File: src/rtl/gpio_host_seq.sv
// Host-side GPIO sequencer: drives the ControlBlock GPIO word through reset, kernel, length,
// data and run phases, then waits for EOP. Optional EOP watchdog under GPIO_HOST_TIMEOUT_EN.
module gpio_host_seq #(
  parameter int GPIO_D      = 32,
  parameter int BIT_LEN     = 8,
  parameter int M_LEN       = 3,
  parameter int BITS_IMAGE  = 10,
  parameter int HOLD_CYC    = 4,
  parameter int TIMEOUT_CYC = 65535
) (
  input  logic                            i_CLK,
  input  logic                            i_rst,
  input  logic                            i_start,
  input  logic [M_LEN*M_LEN*BIT_LEN-1:0]  i_kernel,
  input  logic [BITS_IMAGE-1:0]           i_img_len,
  input  logic [23:0]                     i_pix_data,
  input  logic                            i_pix_valid,
  output logic                            o_pix_ready,
  input  logic                            i_eop,
  input  logic [GPIO_D-1:0]               i_gpio_rd,
  output logic [GPIO_D-1:0]               o_gpio,
  output logic [GPIO_D-1:0]               o_status,
  output logic                            o_busy,
  output logic                            o_done,
  output logic                            o_err
);
  localparam int WORD_W = M_LEN * BIT_LEN;
  localparam int KERN_W = M_LEN * WORD_W;
  localparam int HOLD_W = $clog2(HOLD_CYC + 1);
  localparam logic [BITS_IMAGE-1:0] KLAST = BITS_IMAGE'(M_LEN - 1);
  localparam logic [2:0] CTRL_KERNEL = 3'b001;
  localparam logic [2:0] CTRL_LENGTH = 3'b010;
  localparam logic [2:0] CTRL_DATA   = 3'b011;
  localparam logic [2:0] CTRL_RUN    = 3'b100;

  typedef enum logic [2:0] {
    S_IDLE, S_RSTP, S_KERNEL, S_LENGTH, S_DATA, S_RUN, S_WAIT_EOP
  } state_t;
  typedef enum logic [1:0] {PH_SETUP, PH_STROBE, PH_RELEASE, PH_ACCEPT} phase_t;

  state_t                 state_q, state_d;
  phase_t                 phase_q, phase_d;
  logic [HOLD_W-1:0]      hold_q, hold_d;
  logic [BITS_IMAGE-1:0]  word_q, word_d;
  logic [BITS_IMAGE-1:0]  len_q, len_d;
  logic [KERN_W-1:0]      kern_q, kern_d;
  logic [23:0]            pix_q, pix_d;
  logic [GPIO_D-1:0]      gpio_q, gpio_d;
  logic [GPIO_D-1:0]      status_q, status_d;
  logic                   done_q, done_d;
  logic                   hold_last, start_acc, to_hit;
  logic [2:0]             ctrl;
  logic [23:0]            wdata;
  logic [31:0]            gpio32;

  assign hold_last = (hold_q == HOLD_W'(HOLD_CYC - 1));
  assign start_acc = (state_q == S_IDLE) && i_start;

  always_comb begin
    state_d     = state_q;
    phase_d     = phase_q;
    hold_d      = hold_q;
    word_d      = word_q;
    len_d       = len_q;
    kern_d      = kern_q;
    pix_d       = pix_q;
    status_d    = status_q;
    done_d      = 1'b0;
    o_pix_ready = 1'b0;
    case (state_q)
      S_IDLE: begin
        if (start_acc) begin
          state_d = S_RSTP;
          hold_d  = '0;
          word_d  = '0;
          len_d   = i_img_len;
          kern_d  = i_kernel;
        end
      end
      S_RSTP: begin
        hold_d = hold_q + HOLD_W'(1);
        if (hold_last) begin
          hold_d  = '0;
          state_d = S_KERNEL;
          phase_d = PH_SETUP;
        end
      end
      S_WAIT_EOP: begin
        if (i_eop) begin
          status_d = i_gpio_rd;
          done_d   = 1'b1;
          state_d  = S_IDLE;
        end else if (to_hit) begin
          done_d  = 1'b1;
          state_d = S_IDLE;
        end
      end
      default: begin
        if (phase_q == PH_ACCEPT) begin
          // Data word handshake: the word is captured in the cycle valid&ready is seen.
          if (i_pix_valid) begin
            o_pix_ready = 1'b1;
            pix_d       = i_pix_data;
            phase_d     = PH_SETUP;
            hold_d      = '0;
          end
        end else begin
          hold_d = hold_q + HOLD_W'(1);
          if (hold_last) begin
            hold_d = '0;
            case (phase_q)
              PH_SETUP:  phase_d = PH_STROBE;
              PH_STROBE: phase_d = PH_RELEASE;
              default: begin
                phase_d = PH_SETUP;
                case (state_q)
                  S_KERNEL: begin
                    kern_d = kern_q >> WORD_W;
                    if (word_q == KLAST) begin
                      word_d  = '0;
                      state_d = S_LENGTH;
                    end else begin
                      word_d = word_q + BITS_IMAGE'(1);
                    end
                  end
                  S_LENGTH: begin
                    word_d = '0;
                    if (len_q == '0) begin
                      state_d = S_RUN;
                    end else begin
                      state_d = S_DATA;
                      phase_d = PH_ACCEPT;
                    end
                  end
                  S_DATA: begin
                    if (word_q == len_q - BITS_IMAGE'(1)) begin
                      state_d = S_RUN;
                    end else begin
                      word_d  = word_q + BITS_IMAGE'(1);
                      phase_d = PH_ACCEPT;
                    end
                  end
                  S_RUN:   state_d = S_WAIT_EOP;
                  default: state_d = S_IDLE;
                endcase
              end
            endcase
          end
        end
      end
    endcase
  end

  // The GPIO word is built from next-state values so o_gpio is a plain register.
  always_comb begin
    ctrl   = 3'b000;
    wdata  = '0;
    gpio32 = '0;
    case (state_d)
      S_KERNEL: begin ctrl = CTRL_KERNEL; wdata = 24'(kern_d[WORD_W-1:0]); end
      S_LENGTH: begin ctrl = CTRL_LENGTH; wdata = 24'(len_d); end
      S_DATA:   begin ctrl = CTRL_DATA;   wdata = pix_d; end
      S_RUN:    begin ctrl = CTRL_RUN;    wdata = '0; end
      default:  begin ctrl = 3'b000;      wdata = '0; end
    endcase
    if (state_d == S_RSTP) begin
      gpio32 = 32'h1;
    end else if (ctrl != 3'b000 && phase_d != PH_ACCEPT) begin
      gpio32 = {ctrl, (phase_d == PH_STROBE), 3'b000, wdata, 1'b0};
    end
    gpio_d = GPIO_D'(gpio32);
  end

  always_ff @(posedge i_CLK or posedge i_rst) begin
    if (i_rst) begin
      state_q  <= S_IDLE;
      phase_q  <= PH_SETUP;
      hold_q   <= '0;
      word_q   <= '0;
      gpio_q   <= '0;
      status_q <= '0;
      done_q   <= 1'b0;
    end else begin
      state_q  <= state_d;
      phase_q  <= phase_d;
      hold_q   <= hold_d;
      word_q   <= word_d;
      gpio_q   <= gpio_d;
      status_q <= status_d;
      done_q   <= done_d;
    end
  end

  always_ff @(posedge i_CLK) begin
    len_q  <= len_d;
    kern_q <= kern_d;
    pix_q  <= pix_d;
  end

`ifdef GPIO_HOST_TIMEOUT_EN
  localparam int TO_W = $clog2(TIMEOUT_CYC + 1);
  logic [TO_W-1:0] to_q, to_d;
  logic            err_q, err_d;

  assign to_hit = (to_q == TO_W'(TIMEOUT_CYC - 1));

  always_comb begin
    to_d  = (state_q == S_WAIT_EOP) ? to_q + TO_W'(1) : '0;
    err_d = err_q;
    if (start_acc) begin
      err_d = 1'b0;
    end else if (state_q == S_WAIT_EOP && !i_eop && to_hit) begin
      err_d = 1'b1;
    end
  end

  always_ff @(posedge i_CLK or posedge i_rst) begin
    if (i_rst) begin
      to_q  <= '0;
      err_q <= 1'b0;
    end else begin
      to_q  <= to_d;
      err_q <= err_d;
    end
  end

  assign o_err = err_q;
`else
  assign to_hit = 1'b0;
  assign o_err  = 1'b0;
`endif

  assign o_gpio   = gpio_q;
  assign o_status = status_q;
  assign o_busy   = (state_q != S_IDLE);
  assign o_done   = done_q;
endmodule

File: config.mk
export PLATFORM = sky130hd
export DESIGN_NAME = gpio_host_seq
export DESIGN_NICKNAME = d
export VERILOG_FILES = /design/src/rtl/gpio_host_seq.sv
export SDC_FILE = /design/constraint.sdc
export NUM_CORES = 1
export LEC_CHECK = 0
export ABC_AREA = 1
export ABC_CLOCK_PERIOD_IN_PS = 6800
export BUFFER_PORTS_ARGS = -buffer_cell sky130_fd_sc_hd__clkbuf_2
export CAP_MARGIN = 20
export CORE_MARGIN = 3
export CORE_UTILIZATION = 30
export CTS_CLUSTER_DIAMETER = 50
export CTS_CLUSTER_SIZE = 40
export DETAILED_ROUTE_END_ITERATION = 12
export GPL_TIMING_DRIVEN = 0
export PLACE_DENSITY = 0.5
export RECOVER_POWER = 25
export SLEW_MARGIN = 0
export SYNTH_ARGS = -nofsm -noshare
export SYNTH_HDL_FRONTEND = slang
export SYNTH_SLANG_ARGS = --single-unit
File: constraint.sdc
create_clock -name i_CLK -period 6.8 [get_ports i_CLK]
set_input_delay 0.68 -clock i_CLK [delete_from_list [all_inputs] [get_ports i_CLK]]
set_output_delay 0.68 -clock i_CLK [all_outputs]
set_load 0.005 [all_outputs]
Yosys cells after proc, flatten, opt, wreduce, memory -nomap -nowiden
Index checks and enable logic that the tools add are counted.

Multiplexer cells: 53. Bitwise gates (word level): 2. Add/sub/neg operators: 3. Equal/unequal tests: 23. Reductions and logical operators: 18.

Operators with widths (count): $mux 72 (5); $pmux 72 s2 (1); $mux 10 (8); $mux 24 (3); $pmux 24 s3 (1); $mux 32 (2); $mux 3 (12); $pmux 10 s3 (1); $pmux 3 s4 (2); $pmux 10 s2 (1); $pmux 3 s3 (2); $eq 3x2->1 const B (5); $eq 3x3->1 const B (5); $mux 2 (6); $pmux 2 s2 (3); $add 10x1->10 const B (1); $eq 10x10->1 (1); $eq 10x2->1 const B (1); $logic_not 10->1 (1); $sub 10x1->10 const B (1); $reduce_and 7->1 (1); $eq 3x1->1 const B (2); $mux 1 (6); $ne 2x2->1 const B (3); 18 further kinds (25).

Word-level logic and storage cells: 110. Register bits: 189. Input port bits: 143. Output and inout bits: 68.

Depth between registers and ports, before layout
Word-level depth: 14. Gate-level depth with buffers: 21. Mapped depth without buffers: 20.

Worst setup path after synthesis
No wires, ideal clock.

Path type: register -> register. From: register hold_q[0]. To: register kern_q[24] (enable). Path buffers: 1. Stages on the path, launching flop included: 7. Required time: 6287 ps. Library setup time: 513 ps. Arrival: 4557 ps. Clock period less this slack: 5070 ps. Slack: 1730 ps. Cells stage by stage: dfrtp_1 ha_1 nand2_1 nor3_2 buf_2 o211ai_1 nor3_1.

Cells in the longest elaborated chain, start to end: 3.

RTL lines: start: declaration (line 43) `logic [HOLD_W-1:0] hold_q, hold_d;`; start signal: assignment (line 186) `hold_q <= hold_d;`; $eq 3x2->1 (line 56) `assign hold_last = (hold_q == HOLD_W'(HOLD_CYC - 1));`; $reduce_bool 2->1 (no line); $reduce_and 6->1 (no line); end signal: assignment (line 196) `kern_q <= kern_d;`; end: declaration (line 46) `logic [KERN_W-1:0] kern_q, kern_d;`.

Every way passes these cells. A chain may end at the register's enable or synchronous reset.

==> metrics.md <==
| Metric | Value |
|---|---|
| CTS tree | `yes` |
| Core area | `27100 µm²` |
| Switching Share | `37.4%` |
| Starting Density | `30.7%` |
| Worst-path fanout max | `58` |
| DIE AREA | `29800 µm²` |
| Share of power burned in registers | `41.2%` |
| #FFs+latches synth | `186` |
| Cells along the critical path | `clkbuf_1, clkinvlp_2, clkbuf_1` |
| Reg2reg end | `kern_q[58]$_DFFE_PP_` |
| Worst hold-check path type | `in -> async` |
| Final setup fails | `0` |
| Worst path most repeated cell | `clkbuf_1` |
| Synthesized area | `8330 µm²` |
| Post-synth EDFFs | `48` |
| Main combinational cell family by area after synthesis | `simple AND/OR/NAND/NOR gates` |
| Worst EP arrival | `3.65 ns` |
| WP buf/inv | `3` |
| Antenna violations before repair | `7` |
| CP delay by family, top | `buffers and inverters` |
| Dpl cell area | `9910 µm²` |
| Failing checks | `capacitance limit, slew limit` |
| DRC viols | `0` |
| Die height | `173 µm` |
| Reg2reg start | `hold_q[0]$_DFFE_PP0P_` |
| Number of global-route vias before repair | `7122` |
| Yosys top cell area share | `24.0%` |
| H-tree level count | `4` |
| Final wirelength | `24300 µm` |
| Die Span X | `173 µm` |
| Crit start category | `input port` |
| CP Capture Type | `async pin` |
| Mux cell area share after synthesis | `5.89%` |
| WL per Instance | `15.9 µm` |
| Post-synthesis compound-gate area fraction | `9.66%` |
| Slew headroom | `-105%` |
| Sequential area share after synthesis | `55.3%` |
| Post-CTS resize count | `0` |
| Reg clk slew, reported paths | `0.07 ns` |
| Asr flop ratio synth | `43.0%` |
| Clock power frac | `24.4%` |
| Postcts setup bufs | `0` |
| Total grt overflow | `0` |
| Vias | `7072` |
| Largest net degree at the start of global routing | `59` |
| Max-Cap Viols | `1` |
| R2R depth | `9` |
| Max stage delay on crit path | `2.21 ns` |
| Most used DFF post-synth | `dfrtp_1` |
| Final min period | `3.79 ns` |
| CTS Sinks | `186` |
| Final instance area | `10400 µm²` |
| Finished Layout Cells | `1531` |
| Top Metal Used | `met5` |
| GP Congestion | `0.842` |
| Crit Path Category | `in -> async` |
| XOR/XNOR share of the synthesized area | `0.736%` |
| Metal1 wirelength | `11500 µm` |
| # rows | `60` |
| WL met2 | `10800 µm` |
| CP Data Required Time | `6.66 ns` |
| Pre-Repair DR Iteration Count | `4` |
| Avg Cell Area, Syn | `9.12 µm²` |
| Ports | `211` |
| Comb pwr share | `34.5%` |
| Switching pwr | `0.00146 W` |
| Synth Instances | `913` |
| Synthesized-area fraction occupied by and/or/nand/nor cells | `21.2%` |
| Avg Vias per Cell | `4.62` |
| CP max-delay cell | `clkbuf_1` |
| CTS Hold Buffers Added | `0` |
| Adder-cell share of the synthesized area | `0.601%` |
| Unrepaired setup endpoints after global routing | `no` |
| Synth area leaders | `dfrtp_1 24%, edfxtp_1 17%, dfxtp_1 14%` |
| Status | `complete, but fails checks` |
| Most common cell after layout, fill and taps aside | `nand2_1` |
| Diodes inserted | `0` |
| Final hold viol count | `0` |
| LEAKAGE | `5.08 nW` |
| Design internal power | `0.00244 W` |
| Most frequent cells in the layout | `240 x nand2_1, 201 x clkbuf_2, 80 x dfrtp_1` |
| Fin crit share | `55.8%` |
| Fin. max-slew vios | `59` |
| Fmax | `0.264 GHz` |
| Insertion delay to the later sink of the worst-skew pair | `0.43 ns` |
| Worst-Margin Slew | `3.07 ns` |
| Yosys top cell by area | `dfrtp_1` |
| IR drop worst, VDD | `154 µV` |
| Gr usage total | `16.5%` |
| Placed Cells | `1499` |
| Max Root-Sink Buffers | `2` |
| ANT nets after route | `0` |
| Share of layout cells above drive strength 1 | `26.7%` |
| Setup TNS Final | `0 ns` |
| Drt initial violations | `354` |
| Synth-to-Final Area Change | `25.3%` |
| Global-route wire length before repair | `39200 µm` |
| PwrDens | `374 nW/µm²` |
| Final net count | `1293` |
| Total CTS buffers | `17` |
| Synth warnings | `0` |
| Met3 routed WL | `1650 µm` |
| Port bufs | `206` |
| Final worst clock skew | `0.0156 ns` |
| Dpl hpwl | `18900 µm` |
| CTS Root Buffer Type | `clkbuf_16` |
| Yosys cell types | `44` |
| Reg2reg setup slack | `3.81 ns` |
==> synth_stat cells, drive strengths merged, types with 3 or more instances <==
cell type,instances
nand2,242
dfrtp,80
inv,79
nor2,65
dfxtp,58
nand4,51
a21oi,48
edfxtp,48
nand3,41
o21ai,41
buf,30
a32o,24
mux2,24
clkbuf,23
mux2i,22
nor3,6
xor2,5
ha,4
a221oi,3
o211ai,3
==> worst reg2reg max path, stage by stage (launching register included) <==
cell	delay (ns)
dfrtp_1	0.36
ha_1	0.17
nand2_1	0.19
nor3_2	0.36
buf_2	0.34
o211ai_1	0.16
nor3_2	0.53
buf_6	0.26
buf_6	0.16
buf_6	0.17
==> logic make-up (layout without fill, tap and decap cells) <==
group | after synthesis | in the layout
AO/OA/AOI/OAI | 126 | 126
adder cells (fa/ha/maj) | 4 | 4
other | 1 | 4
buffers and inverters | 132 | 375
multiplexers | 46 | 46
XOR/XNOR | 7 | 7
AND/OR/NAND/NOR | 411 | 411
flip-flops | 186 | 186
==> area by class of cell <==
| type | count | area [µm²] |
|---|---|---|
| flip-flops and latches | 186 | 4600 |
| well taps | 372 | 465 |
| clock inverters | 9 | 92.6 |
| multi-input cells | 598 | 3190 |
| clock buffers | 23 | 459 |
| fillers | 2807 | 16700 |
| repair buffers | 211 | 1070 |
| plain buffers | 53 | 251 |
| inverters | 79 | 298 |
==> power groups by stage <==
stage | Sequential, W | Combinational [W] | Clock, W
5_1_grt | 0.00164 | 0.00153 | 0.00102
3_5_place_dp | 0.00163 | 0.00135 | 0
3_3_place_gp | 0.00163 | 0.00133 | 0
2_1_floorplan | 0.00160 | 0.000910 | 0
4_1_cts | 0.00161 | 0.00136 | 0.000979
6_report | 0.00161 | 0.00135 | 0.000952
==> worst max path at each step <==
stage / start / to / slack, ns / cells after the start
CTS: state_q[0]$_DFF_PP0_ / o_pix_ready / 3.54 / 7
finish: i_rst / o_gpio[20]$_DFF_PP0_ / 3.01 / 3
global route: i_rst / o_gpio[20]$_DFF_PP0_ / 2.02 / 3
global placement: hold_q[0]$_DFFE_PP0P_ / kern_q[58]$_DFFE_PP_ / -0.17 / 6
detailed placement: hold_q[0]$_DFFE_PP0P_ / kern_q[58]$_DFFE_PP_ / 3.81 / 9
floorplan: hold_q[0]$_DFFE_PP0P_ / kern_q[24]$_DFFE_PP_ / 1.73 / 6
==> state kept, by name, indices dropped and copies added (netlist names) <==
register / cells
hold_q: 3
kern_q: 72
len_q: 10
o_done: 1
o_gpio: 29
o_status: 32
phase_q: 2
pix_q: 24
state_q: 3
word_q: 10
==> layer usage <==
layer | up-vias | GRT usage, %
li1 | 3544 | -
met1 | 3241 | 22.5
met2 | 245 | 26.2
met3 | 28 | 4.59
met4 | 14 | 3.62
met5 | - | 0
==> metrics by stage <==
step,util (%),power [W],hold WS (ns),setup WS [ns]
finish,38.5,0.00390,0.416,3.01
global route,38.5,0.00419,0.427,2.02
CTS,38.6,0.00394,0.216,3.54
detailed placement,36.6,0.00298,0.462,3.81
global placement,36.3,0.00296,0.459,-0.172
floorplan,-,0.00251,0.451,1.73
No activity file was read; power rests on OpenSTA's default activity.
